### src/rtl/eq_pkg.sv
// Shared equalizer definitions: pot scan FSM states and the slot-to-ADC-channel map.
package eq_pkg;

    typedef enum logic [1:0] {
        GAP   = 2'd0,
        START = 2'd1,
        WAIT  = 2'd2
    } scan_state_t;

    localparam int NUM_POTS = 6;
    localparam logic [2:0] LAST_SLOT = 3'(NUM_POTS - 1);

    // Slots 0..5 are LP, B1, B2, B3, HP, VOLUME.
    localparam logic [2:0] POT_CHNL [NUM_POTS] = '{3'd1, 3'd0, 3'd4, 3'd2, 3'd3, 3'd7};

    // Range-guarded lookup so a 3-bit slot index never reads past the table.
    function automatic logic [2:0] pot_chnl(input logic [2:0] slot);
        pot_chnl = POT_CHNL[0];
        for (int i = 0; i < NUM_POTS; i++) begin
            if (slot == 3'(i)) begin
                pot_chnl = POT_CHNL[i];
            end
        end
    endfunction

endpackage

### src/rtl/pot_scan_sequencer.sv
// Round-robin scheduler sharing the A2D interface among the six equalizer pots;
// issues one conversion at a time and keeps the latest result of each pot.
module pot_scan_sequencer
    import eq_pkg::*;
#(
    parameter int GAP_CYC     = 16,
    parameter int TIMEOUT_CYC = 4096
) (
    input  logic        clk,
    input  logic        rst_n,
    output logic        strt_cnv,
    output logic [2:0]  chnnl,
    input  logic        cnv_cmplt,
    input  logic [11:0] res,
    output logic [11:0] LP_pot,
    output logic [11:0] B1_pot,
    output logic [11:0] B2_pot,
    output logic [11:0] B3_pot,
    output logic [11:0] HP_pot,
    output logic [11:0] VOLUME,
    output logic        pots_vld,
    output logic        sweep_done,
    output logic        a2d_err
);

    localparam int CNT_W = $clog2((GAP_CYC > TIMEOUT_CYC) ? GAP_CYC : TIMEOUT_CYC) + 1;
    localparam logic [CNT_W-1:0] GAP_LAST = CNT_W'(GAP_CYC);
    localparam logic [CNT_W-1:0] TO_LOAD  = CNT_W'(TIMEOUT_CYC - 1);
    localparam logic [CNT_W-1:0] CNT_ONE  = CNT_W'(1);

    scan_state_t      state_reg, state_next;
    logic [CNT_W-1:0] cnt_reg, cnt_next;
    logic [2:0]       slot_reg, slot_next;
    logic             strt_cnv_reg, strt_cnv_next;
    logic [2:0]       chnnl_reg, chnnl_next;
    logic             pots_vld_reg, pots_vld_next;
    logic             sweep_done_reg, sweep_done_next;
    logic             a2d_err_reg, a2d_err_next;
    logic             capture, expire, retire;
    logic [11:0]      pot_reg [NUM_POTS];

    always_ff @(posedge clk or negedge rst_n) begin
        if (!rst_n) begin
            state_reg <= GAP;
        end else begin
            state_reg <= state_next;
        end
    end

    // The GAP phase runs GAP_CYC+1 cycles so the strt_cnv register, which
    // follows the START transition, fires on edge GAP_CYC+1 after reset.
    always_comb begin
        state_next = state_reg;
        case (state_reg)
            GAP:     if (cnt_reg == GAP_LAST) state_next = START;
            START:   state_next = WAIT;
            WAIT:    if (cnv_cmplt || (cnt_reg == '0)) state_next = GAP;
            default: state_next = GAP;
        endcase
    end

    // One counter serves both phases: counts up through GAP from zero and
    // down through WAIT from the timeout load; completion beats expiry.
    always_comb begin
        capture = (state_reg == WAIT) && cnv_cmplt;
        expire  = (state_reg == WAIT) && !cnv_cmplt && (cnt_reg == '0);
        retire  = capture || expire;

        cnt_next = cnt_reg;
        case (state_reg)
            GAP:     cnt_next = (cnt_reg == GAP_LAST) ? '0 : cnt_reg + CNT_ONE;
            START:   cnt_next = TO_LOAD;
            WAIT:    cnt_next = retire ? '0 : cnt_reg - CNT_ONE;
            default: cnt_next = '0;
        endcase

        slot_next = slot_reg;
        if (retire) begin
            slot_next = (slot_reg == LAST_SLOT) ? 3'd0 : slot_reg + 3'd1;
        end

        strt_cnv_next   = (state_next == START);
        chnnl_next      = pot_chnl(slot_next);
        sweep_done_next = retire && (slot_reg == LAST_SLOT);
        pots_vld_next   = pots_vld_reg || sweep_done_next;
        a2d_err_next    = a2d_err_reg || expire;
    end

    always_ff @(posedge clk or negedge rst_n) begin
        if (!rst_n) begin
            cnt_reg        <= '0;
            slot_reg       <= 3'd0;
            strt_cnv_reg   <= 1'b0;
            chnnl_reg      <= 3'd1;
            pots_vld_reg   <= 1'b0;
            sweep_done_reg <= 1'b0;
            a2d_err_reg    <= 1'b0;
        end else begin
            cnt_reg        <= cnt_next;
            slot_reg       <= slot_next;
            strt_cnv_reg   <= strt_cnv_next;
            chnnl_reg      <= chnnl_next;
            pots_vld_reg   <= pots_vld_next;
            sweep_done_reg <= sweep_done_next;
            a2d_err_reg    <= a2d_err_next;
        end
    end

    generate
        for (genvar gi = 0; gi < NUM_POTS; gi++) begin : g_pot
            always_ff @(posedge clk or negedge rst_n) begin
                if (!rst_n) begin
                    pot_reg[gi] <= 12'h000;
                end else if (capture && (slot_reg == 3'(gi))) begin
                    pot_reg[gi] <= res;
                end
            end
        end
    endgenerate

    assign strt_cnv   = strt_cnv_reg;
    assign chnnl      = chnnl_reg;
    assign pots_vld   = pots_vld_reg;
    assign sweep_done = sweep_done_reg;
    assign a2d_err    = a2d_err_reg;
    assign LP_pot     = pot_reg[0];
    assign B1_pot     = pot_reg[1];
    assign B2_pot     = pot_reg[2];
    assign B3_pot     = pot_reg[3];
    assign HP_pot     = pot_reg[4];
    assign VOLUME     = pot_reg[5];

endmodule

### config.mk
export PLATFORM = sky130hd
export DESIGN_NAME = pot_scan_sequencer
export DESIGN_NICKNAME = d
export VERILOG_FILES = /design/src/rtl/eq_pkg.sv /design/src/rtl/pot_scan_sequencer.sv
export SDC_FILE = /design/constraint.sdc
export NUM_CORES = 1
export LEC_CHECK = 0
export ABC_AREA = 1
export BUFFER_PORTS_ARGS = -buffer_cell sky130_fd_sc_hd__buf_2
export CAP_MARGIN = 40
export CORE_ASPECT_RATIO = 1.5
export CORE_UTILIZATION = 33
export DETAILED_ROUTE_END_ITERATION = 16
export SYNTH_ARGS = -nofsm -noshare
export SYNTH_HDL_FRONTEND = slang
export SYNTH_SLANG_ARGS = --single-unit
### constraint.sdc
create_clock -name clk -period 2.15 [get_ports clk]
set_input_delay 0.215 -clock clk [delete_from_list [all_inputs] [get_ports clk]]
set_output_delay 0.215 -clock clk [all_outputs]
set_load 0.005 [all_outputs]
==> results of run 1 <==
[final cells by class]
class                           instances  area (um^2)  area share (%)
Sequential cell                        97         2430            46.6
Multi-Input combinational cell        310         1590            30.5
Timing Repair Buffer                  103          558            10.7
Clock buffer                            9          225            4.32
Tap cell                              156          195            3.75
Inverter                               41          154            2.95
Clock inverter                          7         61.3            1.18
[cells in the final DEF (no fill, tap or decap), types with 2 or more instances in the layout]
| cell | Yosys | layout |
|---|---|---|
| dfrtp_1 | 96 | 96 |
| buf_2 | 9 | 92 |
| nand2_1 | 87 | 87 |
| nor2_1 | 59 | 59 |
| inv_1 | 37 | 37 |
| a21oi_1 | 37 | 37 |
| nand3_1 | 32 | 32 |
| o21ai_0 | 25 | 25 |
| xor2_1 | 12 | 12 |
| o21ai_2 | 12 | 12 |
| clkbuf_16 | 0 | 9 |
| buf_4 | 3 | 9 |
| nand4_1 | 8 | 8 |
| nor3_1 | 7 | 7 |
| o21ai_1 | 5 | 5 |
| inv_2 | 4 | 4 |
| o211ai_1 | 4 | 4 |
| nand2_2 | 3 | 3 |
| or2_1 | 3 | 3 |
| nor3_4 | 3 | 3 |
| ha_1 | 3 | 3 |
| nor2_2 | 2 | 2 |
| inv_8 | 0 | 2 |
| clkinv_4 | 0 | 2 |
[per-stage QoR]
stage / hold slack [ns] / util (%) / setup WS [ns]
after floorplan: -0.0806 / - / 0.576
after global placement: 0.0568 / 39.1 / 0.266
after detailed placement: 0.0609 / 39.1 / 0.261
after CTS: 0.238 / 41.4 / 0.241
after global routing: 0.246 / 41.4 / 0.0473
final: 0.243 / 41.4 / 0.263
[routing by layer]
layer / wire, um / share of wire, %
met3: 674 / 6.4
met4: 125 / 1.2
met1: 4340 / 41
met5: 0 / 0
met2: 5430 / 51
[critical path: stages, from the launching register on]
cell,delay [ns]
dfrtp_1,0.38
inv_1,0.13
ha_1,0.22
nand3_2,0.19
nor2_4,0.23
nand3_4,0.15
nand2_4,0.14
o21ai_0,0.12
o21ai_0,0.13
nand2_1,0.07
[cell families (layout without fill, tap and decap cells)]
logic type / Yosys count / in the layout / synth area share (%)
buffers and inverters: 62 / 160 / 6.69
flip-flops: 97 / 97 / 56.4
AO/OA/AOI/OAI: 84 / 84 / 11.1
adder cells (fa/ha/maj): 3 / 3 / 0.872
AND/OR/NAND/NOR: 211 / 211 / 22.4
XOR/XNOR: 12 / 12 / 2.44
[worst max path at each step]
stage | start | to | slack, ns | depth (start not counted)
3_3_place_gp | cnt_reg[0] | chnnl[0] | 0.27 | 8
6_report | cnt_reg[0] | cnt_reg[9] | 0.26 | 9
3_5_place_dp | cnt_reg[0] | cnt_reg[3] | 0.26 | 9
5_1_grt | cnt_reg[0] | cnt_reg[3] | 0.05 | 9
4_1_cts | cnt_reg[0] | cnt_reg[3] | 0.24 | 9
2_1_floorplan | cnt_reg[0] | cnt_reg[6] | 0.58 | 9
[power groups by stage]
stage / clock network [mW] / registers, mW / logic, mW
6_report: 1.54 / 3.05 / 2.51
5_1_grt: 1.67 / 3.15 / 2.86
4_1_cts: 1.60 / 3.04 / 2.56
3_5_place_dp: 0 / 3.05 / 2.56
3_3_place_gp: 0 / 3.05 / 2.48
2_1_floorplan: 0 / 2.99 / 1.57
==> impl_metrics.ini, run 1 <==
[outcome]
status = complete, no violations

[timing]
slew_violations = 0
min_period_over_period_pct = 87.8
maxSlewHeadroom_pct = 55.4
finalCriticalPeriod_ns = 1.89
clock-skew-final_ns = 0.00884
tightest_slew_ns = 0.668
rsz0062_at_grt = false
setup_tns_ns = 0
setup_viol = 0
hold_violations = 0
max_freq_mhz = 530

[min_path]
hold_path.class = input pin to asynchronous set/reset pin

[route]
drc = 0
ant_nets = 0
first_iter_violations = 160
vias_per_cell = 4.70
vias = 3395
wl_per_cell_um = 14.6
wirelength_um = 10600
dr.pass1.iters = 4

[layout]
stdcell_area_um2 = 5210
largest_register_ffs = 13
area_delta_synth_final_pct = 21.0
final.fill_count = 1252
num-nets-final = 580
final_layout_size_suffix_gt1_share_pct = 26.5
num_antenna_cells = 0
stdcell_count = 723

[global_routing]
grt_pass1_vias = 3387
top_usage_layer = met2
grt_first_pass_wirelength_um = 17500
track_usage_pct = 17.1
overflow = 0
grt_max_degree = 54
antenna_found_initial = 0
grt.met2_usage_pct = 28.6
grt_util_met3_pct = 5.31
met1_usage_pct = 20.4

[logic_synthesis]
async_flop_share_pct = 100
synth_top_cells_by_count = 96 x dfrtp_1, 87 x nand2_1, 59 x nor2_1
synth_edf_count = 0
synthDistinctLibCells = 33
synth_area_um2 = 4300
synth_nets = 487
avgSynthCellArea_um2 = 9.18
synth_most_common_cell = dfrtp_1
yosys_warnings = 0
netlist.area_leader.share_pct = 55.8
ys.flop_type = dfrtp_1
yosysSeqAreaShare_pct = 56.4
ys_ff_latch = 97
ys_top_cells_by_area = dfrtp_1 56%, nand2_1 7.6%, nor2_1 5.1%, a21oi_1 4.3%, nand3_1 3.7%
synth_cells = 469
synth_largest_area_cell = dfrtp_1

[clocking]
clockBufferDepth = 2
cts_max_level = 3
post-cts-setup-buffers = 0
cts.clk_slew.worst_paths_ns = 0.07
ctsHoldBuffers = 1
clkLatencyLatePin_ns = 0.34
cts_resized = 0
root_buffer = clkbuf_16
cts_made_buffers = 9
cts_tree = built
cts.sink_count = 97

[place]
hpwlAfterDp_um = 7840
placed_cells = 706
dpl-instance-area_um2 = 4910
gp_congestion = 0.955
io_buffers = 93

[critical_path]
cp-end-kind = flop
crit_required_ns = 2.37
cp.arrival_ns = 2.11
crit-reg2reg-launch = cnt_reg[0]
start_kind = flop
worst-setup-path-type = flop to flop
r2r_cells = 9
ff2ff_setup_slack_ns = 0.26
cp_max_fo = 8
timing.rr.end = cnt_reg[9]

[power]
peakVddDrop_mv = 0.561
power_density_nw_per_um2 = 1360
power_leakage_nw = 2.70
p_clk_share_pct = 21.7
combPwrFrac_pct = 35.4
fin_total_pwr_mw = 7.11
swShare_pct = 38.0
switchingPower_mw = 2.70
intPower_mw = 4.41
seqPwrFrac_pct = 42.9

[floorplanning]
die_x_um = 95.3
die_h_um = 142
ios = 94
die_area_um2 = 13500
rows = 50
coreArea_um2 = 12600
initial_core_util_pct = 34.2

[job]
cap_violations = 0
Power figures use the tool's default switching activity.
==> run 2, diff against run 1 <==
==> constraint.sdc (replaced) <==
create_clock -name clk -period 1.95 [get_ports clk]
set_input_delay 0.195 -clock clk [delete_from_list [all_inputs] [get_ports clk]]
set_output_delay 0.195 -clock clk [all_outputs]
set_load 0.005 [all_outputs]
==> run 2 against run 1 <==
Core utilization about the same. Setup slack worse by 0.10 ns. Power up 11%. Critical path depth unchanged. Sequential share of layout area about the same. Routed wire length up 1.4%. Combinational power up 12%. Die area unchanged. Design area about the same. Via count up 2.9%. Clock power up 12%. Sequential power up 10%.
==> impl_metrics.ini, run 2 (synthesis gave the netlist of run 1 again) <==
[min_path]
hold_path.class = input pin to flop

[critical_path]
cp_cell_sequence = inv_1 > ha_2 > nand3_2 > nor2_4 > nand3_4 > nand2_4 > nor2_2 > nand2_1 > o211ai_1
cpPeakStageDelay_ns = 0.38
cp-end-kind = flop
crit_family = simple AND/OR/NAND/NOR gates
worst-setup-path-type = flop to flop
crit_slowest_cell = dfrtp_1
start_kind = flop
crit_required_ns = 2.15
cp.arrival_ns = 1.99
path_buf_inv = 1
cp_max_fo = 10

[clocking]
cts_max_level = 3
root_buffer = clkbuf_16
cts_made_buffers = 9
cts_tree = built
cts.sink_count = 97
clkLatencyLatePin_ns = 0.34
cts.clk_slew.worst_paths_ns = 0.07
post-cts-setup-buffers = 0
clockBufferDepth = 2

[route]
wirelength_um = 10700
dr.pass1.iters = 4
ant_nets = 0
drc = 0
first_iter_violations = 146
vias = 3495
wl_per_cell_um = 14.8
vias_per_cell = 4.83

[timing]
clock-skew-final_ns = 0.00781
rsz0062_at_grt = false
max_freq_mhz = 559
tightest_slew_ns = 0.526
min_period_over_period_pct = 91.8
finalCriticalPeriod_ns = 1.79
setup_tns_ns = 0
hold_violations = 0
setup_viol = 0
maxSlewHeadroom_pct = 64.9
slew_violations = 0

[floorplanning]
die_area_um2 = 13500
rows = 50
ios = 94
die_h_um = 142
die_x_um = 95.3
coreArea_um2 = 12600
initial_core_util_pct = 34.2

[power]
intPower_mw = 4.90
switchingPower_mw = 2.98
power_density_nw_per_um2 = 1510
power_leakage_nw = 2.70
peakVddDrop_mv = 0.830
fin_total_pwr_mw = 7.89
swShare_pct = 37.8
combPwrFrac_pct = 35.5
p_clk_share_pct = 21.9
seqPwrFrac_pct = 42.6

[place]
io_buffers = 93
dpl-instance-area_um2 = 4910
gp_congestion = 0.979
hpwlAfterDp_um = 7700
placed_cells = 706

[layout]
layout.cells.most_common = dfrtp_1
area_delta_synth_final_pct = 21.2
num_antenna_cells = 0
num-nets-final = 580
postLayoutCoreUtil_pct = 41.5
layout_common_cells = 96 x dfrtp_1, 92 x buf_2, 87 x nand2_1, 59 x nor2_1
stdcell_area_um2 = 5220
largest_register_ffs = 13
final_layout_size_suffix_gt1_share_pct = 26.8
stdcell_count = 723

[global_routing]
track_usage_pct = 17.3
grt_pass1_vias = 3516
antenna_found_initial = 0
grt_first_pass_wirelength_um = 17700
grt_max_degree = 98
overflow = 0

[outcome]
status = complete, no violations

[job]
cap_violations = 0
## run 2: changes by cell type in the layout (fill, tap and decap cells not counted), sizes merged
cell	before	now
clkinv	3	2
clkbuf	9	10
## run 2: power groups by stage
stage,clock network [mW],logic [mW],registers [mW]
floorplan,0,1.73,3.30
global placement,0,2.75,3.35
detailed placement,0,2.83,3.37
CTS,1.77,2.84,3.36
global route,1.85,3.18,3.46
finish,1.73,2.80,3.36
## run 2: worst register-to-register path, delay by kind of cell (launching register included)
| family | cells | cell delay (ns) |
|---|---|---|
| adder cells (fa/ha/maj) | 1 | 0.22 |
| buffers and inverters | 1 | 0.14 |
| flip-flops | 1 | 0.38 |
| AND/OR/NAND/NOR | 6 | 0.83 |
| AO/OA/AOI/OAI | 1 | 0.08 |
## run 2: cell type report
cell class | instances | area, um^2
inverters | 41 | 154
clock inverters | 6 | 50.0
clock buffers | 10 | 239
repair buffers | 103 | 558
flip-flops and latches | 97 | 2430
multi-input cells | 310 | 1590
fillers | 1249 | 7360
well taps | 156 | 195
## run 2: path summary, 6_finish.rpt
path / startpoint / endpoint / slack, ns / depth (start not counted)
hold / removal: res[2] / VOLUME[2] / 0.22 / 3
min in group asynchronous: rst_n / LP_pot[0] / 0.45 / 3
hold reg to reg: a2d_err / a2d_err / 0.46 / 2
setup / recovery: cnt_reg[0] / cnt_reg[4] / 0.16 / 9
max in group asynchronous: rst_n / cnt_reg[5] / 1.10 / 3
setup reg to reg: cnt_reg[0] / cnt_reg[4] / 0.16 / 9
## run 2: repair_timing
item	CTS	global route
endpoints found under the setup margin	0	3
hold endpoints to repair	96	0
hold buffers	1	0
gates resized for setup	0	2
## run 2: per-layer routing
layer / GRT usage, % / vias up / wire (um) / share of wire (%)
li1: - / 1701 / - / -
met1: 20.2 / 1666 / 4340 / 41
met2: 29.4 / 116 / 5490 / 51
met3: 5.04 / 12 / 679 / 6.3
met4: 7.02 / 0 / 210 / 2.0
met5: 0 / - / 0 / 0
## run 2: per-stage QoR
step | hold WS [ns] | worst slack, ns
2_1_floorplan | -0.101 | 0.376
3_3_place_gp | 0.298 | 0.175
3_5_place_dp | 0.305 | 0.121
4_1_cts | 0.220 | 0.111
5_1_grt | 0.246 | 0.0160
6_report | 0.224 | 0.161
==> run 3, diff against run 2 <==
--- a/config.mk
+++ b/config.mk
@@ -11,6 +11,7 @@
 export CORE_ASPECT_RATIO = 1.5
 export CORE_UTILIZATION = 33
 export DETAILED_ROUTE_END_ITERATION = 16
+export RECOVER_POWER = 25
 export SYNTH_ARGS = -nofsm -noshare
 export SYNTH_HDL_FRONTEND = slang
 export SYNTH_SLANG_ARGS = --single-unit
==> run 3 against run 2 <==
Clock skew shrank 0.0016 ns. Sequential share of layout area grew 0.11 points. Sequential power barely moved. Fmax decreased by 0.40%. Critical path type unchanged.
==> impl_metrics.ini, run 3 (synthesis gave the netlist of run 1 again) <==
[critical_path]
crit_end = cnt_reg[5]
crit_path_start = cnt_reg[0]
crit_top_cell = nand3_1
worst-setup-path-type = flop to flop
crit_slowest_cell = dfrtp_1
cp.arrival_ns = 2.00
cp-end-kind = flop
timing.rr.end = cnt_reg[5]
path_depth = 9
cp_cell_sequence = inv_1 > ha_2 > nand3_2 > nor2_4 > nand3_4 > nand2_4 > nor2_2 > nand3_1 > nand3_1
path_buf_inv = 1
crit-reg2reg-launch = cnt_reg[0]
ff2ff_setup_slack_ns = 0.15
start_kind = flop
crit_family = simple AND/OR/NAND/NOR gates
cpPeakStageDelay_ns = 0.38
crit_required_ns = 2.15
r2r_cells = 9
cp_max_fo = 10

[timing]
tightest_slew_ns = 1.25
clock-skew-final_ns = 0.00616
setup_tns_ns = 0
rsz0062_at_grt = false
max_freq_mhz = 557
finalCriticalPeriod_ns = 1.80
hold_violations = 0
slew_violations = 0
hold_slack_ns = 0.226
min_period_over_period_pct = 92.1
maxSlewHeadroom_pct = 16.6
setup_viol = 0

[layout]
area_delta_synth_final_pct = 20.9
stdcell_area_um2 = 5200
final.fill_count = 1249
layout_common_cells = 96 x dfrtp_1, 92 x buf_2, 87 x nand2_1, 59 x nor2_1
num_antenna_cells = 0
largest_register_ffs = 13
layout.cells.most_common = dfrtp_1
multi_input_area_um2 = 1590
num-nets-final = 580
final_layout_size_suffix_gt1_share_pct = 26.8
seq_area_um2 = 2430

[global_routing]
track_usage_pct = 17.3
grt_pass1_vias = 3516
grt_first_pass_wirelength_um = 17700
grt_max_degree = 98
overflow = 0
antenna_found_initial = 0

[clocking]
cts_max_level = 3
cts.sink_count = 97
clockBufferDepth = 2
cts_made_buffers = 9
root_buffer = clkbuf_16
clkLatencyLatePin_ns = 0.34
cts_tree = built
cts.clk_slew.worst_paths_ns = 0.07

[route]
wl_per_cell_um = 14.9
first_iter_violations = 172
vias_per_cell = 4.88
vias = 3526
wirelength_um = 10700
ant_nets = 0
dr.pass1.iters = 4
drc = 0

[floorplanning]
ios = 94
coreArea_um2 = 12600
die_h_um = 142
die_x_um = 95.3
initial_core_util_pct = 34.2
die_area_um2 = 13500
rows = 50

[outcome]
status = complete, no violations

[place]
hpwlAfterDp_um = 7700
io_buffers = 93
dpl-instance-area_um2 = 4910
gp_congestion = 0.979

[power]
power_density_nw_per_um2 = 1520
peakVddDrop_mv = 0.830
power_leakage_nw = 2.70

[min_path]
hold_path.class = input pin to flop

[job]
cap_violations = 0
-- run 3: cell types whose count changed in the layout (fill, tap and decap cells not counted) --
cell,previous run,this run
buf_12,1,0
clkbuf_4,0,1
-- run 3: worst min-delay path by stage --
stage                start         to  slack [ns]  cells past startpoint
floorplan            rst_n  B1_pot[0]       -0.10                      0
global placement     rst_n   chnnl[1]        0.30                      2
detailed placement   rst_n    a2d_err        0.31                      2
CTS                 res[8]  VOLUME[8]        0.22                      3
global route        res[0]  VOLUME[0]        0.25                      3
finish              res[2]  VOLUME[2]        0.23                      3
-- run 3: cell type report --
class                      instances  area share (%)
clock buffer                      10            4.59
sequential                        97            46.7
timing repair buffer             103            10.5
tap                              156            3.75
inverter                          41            2.96
clock inverter                     6           0.962
multi-input combinational        310            30.6
-- run 3: layer usage --
layer  track usage [%]  routed length (um)  vias to the layer above
li1                  -                   -                     1704
met1              20.2                4260                     1683
met2              29.4                5560                      125
met3              5.04                 703                       14
met4              7.02                 227                        0
met5                 0                   0                        -
-- run 3: tightest hold or removal path, delay by kind of cell --
| kind | cells | cell delay, ns |
|---|---|---|
| buf+inv | 2 | 0.18 |
| compound gates | 1 | 0.15 |
-- run 3: per-stage QoR --
stage	instances	setup slack (ns)	power (mW)	util, %
after global routing	723	0.0160	8.49	41.4
after CTS	723	0.111	7.97	41.5
after detailed placement	706	0.121	6.20	39.1
final	723	0.154	7.89	41.4
after floorplan	469	0.376	5.04	-
after global placement	706	0.175	6.10	39.1
-- run 3: power by group --
group	total (mW)	switching (mW)	internal, mW
Sequential	3.36	0.562	2.80
Combinational	2.80	1.62	1.18
Clock	1.73	0.810	0.919
Total	7.89	2.99	4.90
-- run 3: what timing repair did --
item / in CTS / in global routing
setup buffers: 0 / 0
endpoints found under the setup margin: 0 / 3
endpoints found under the hold margin: 96 / 0
resized for setup: 0 / 2
hold buffers: 1 / 0
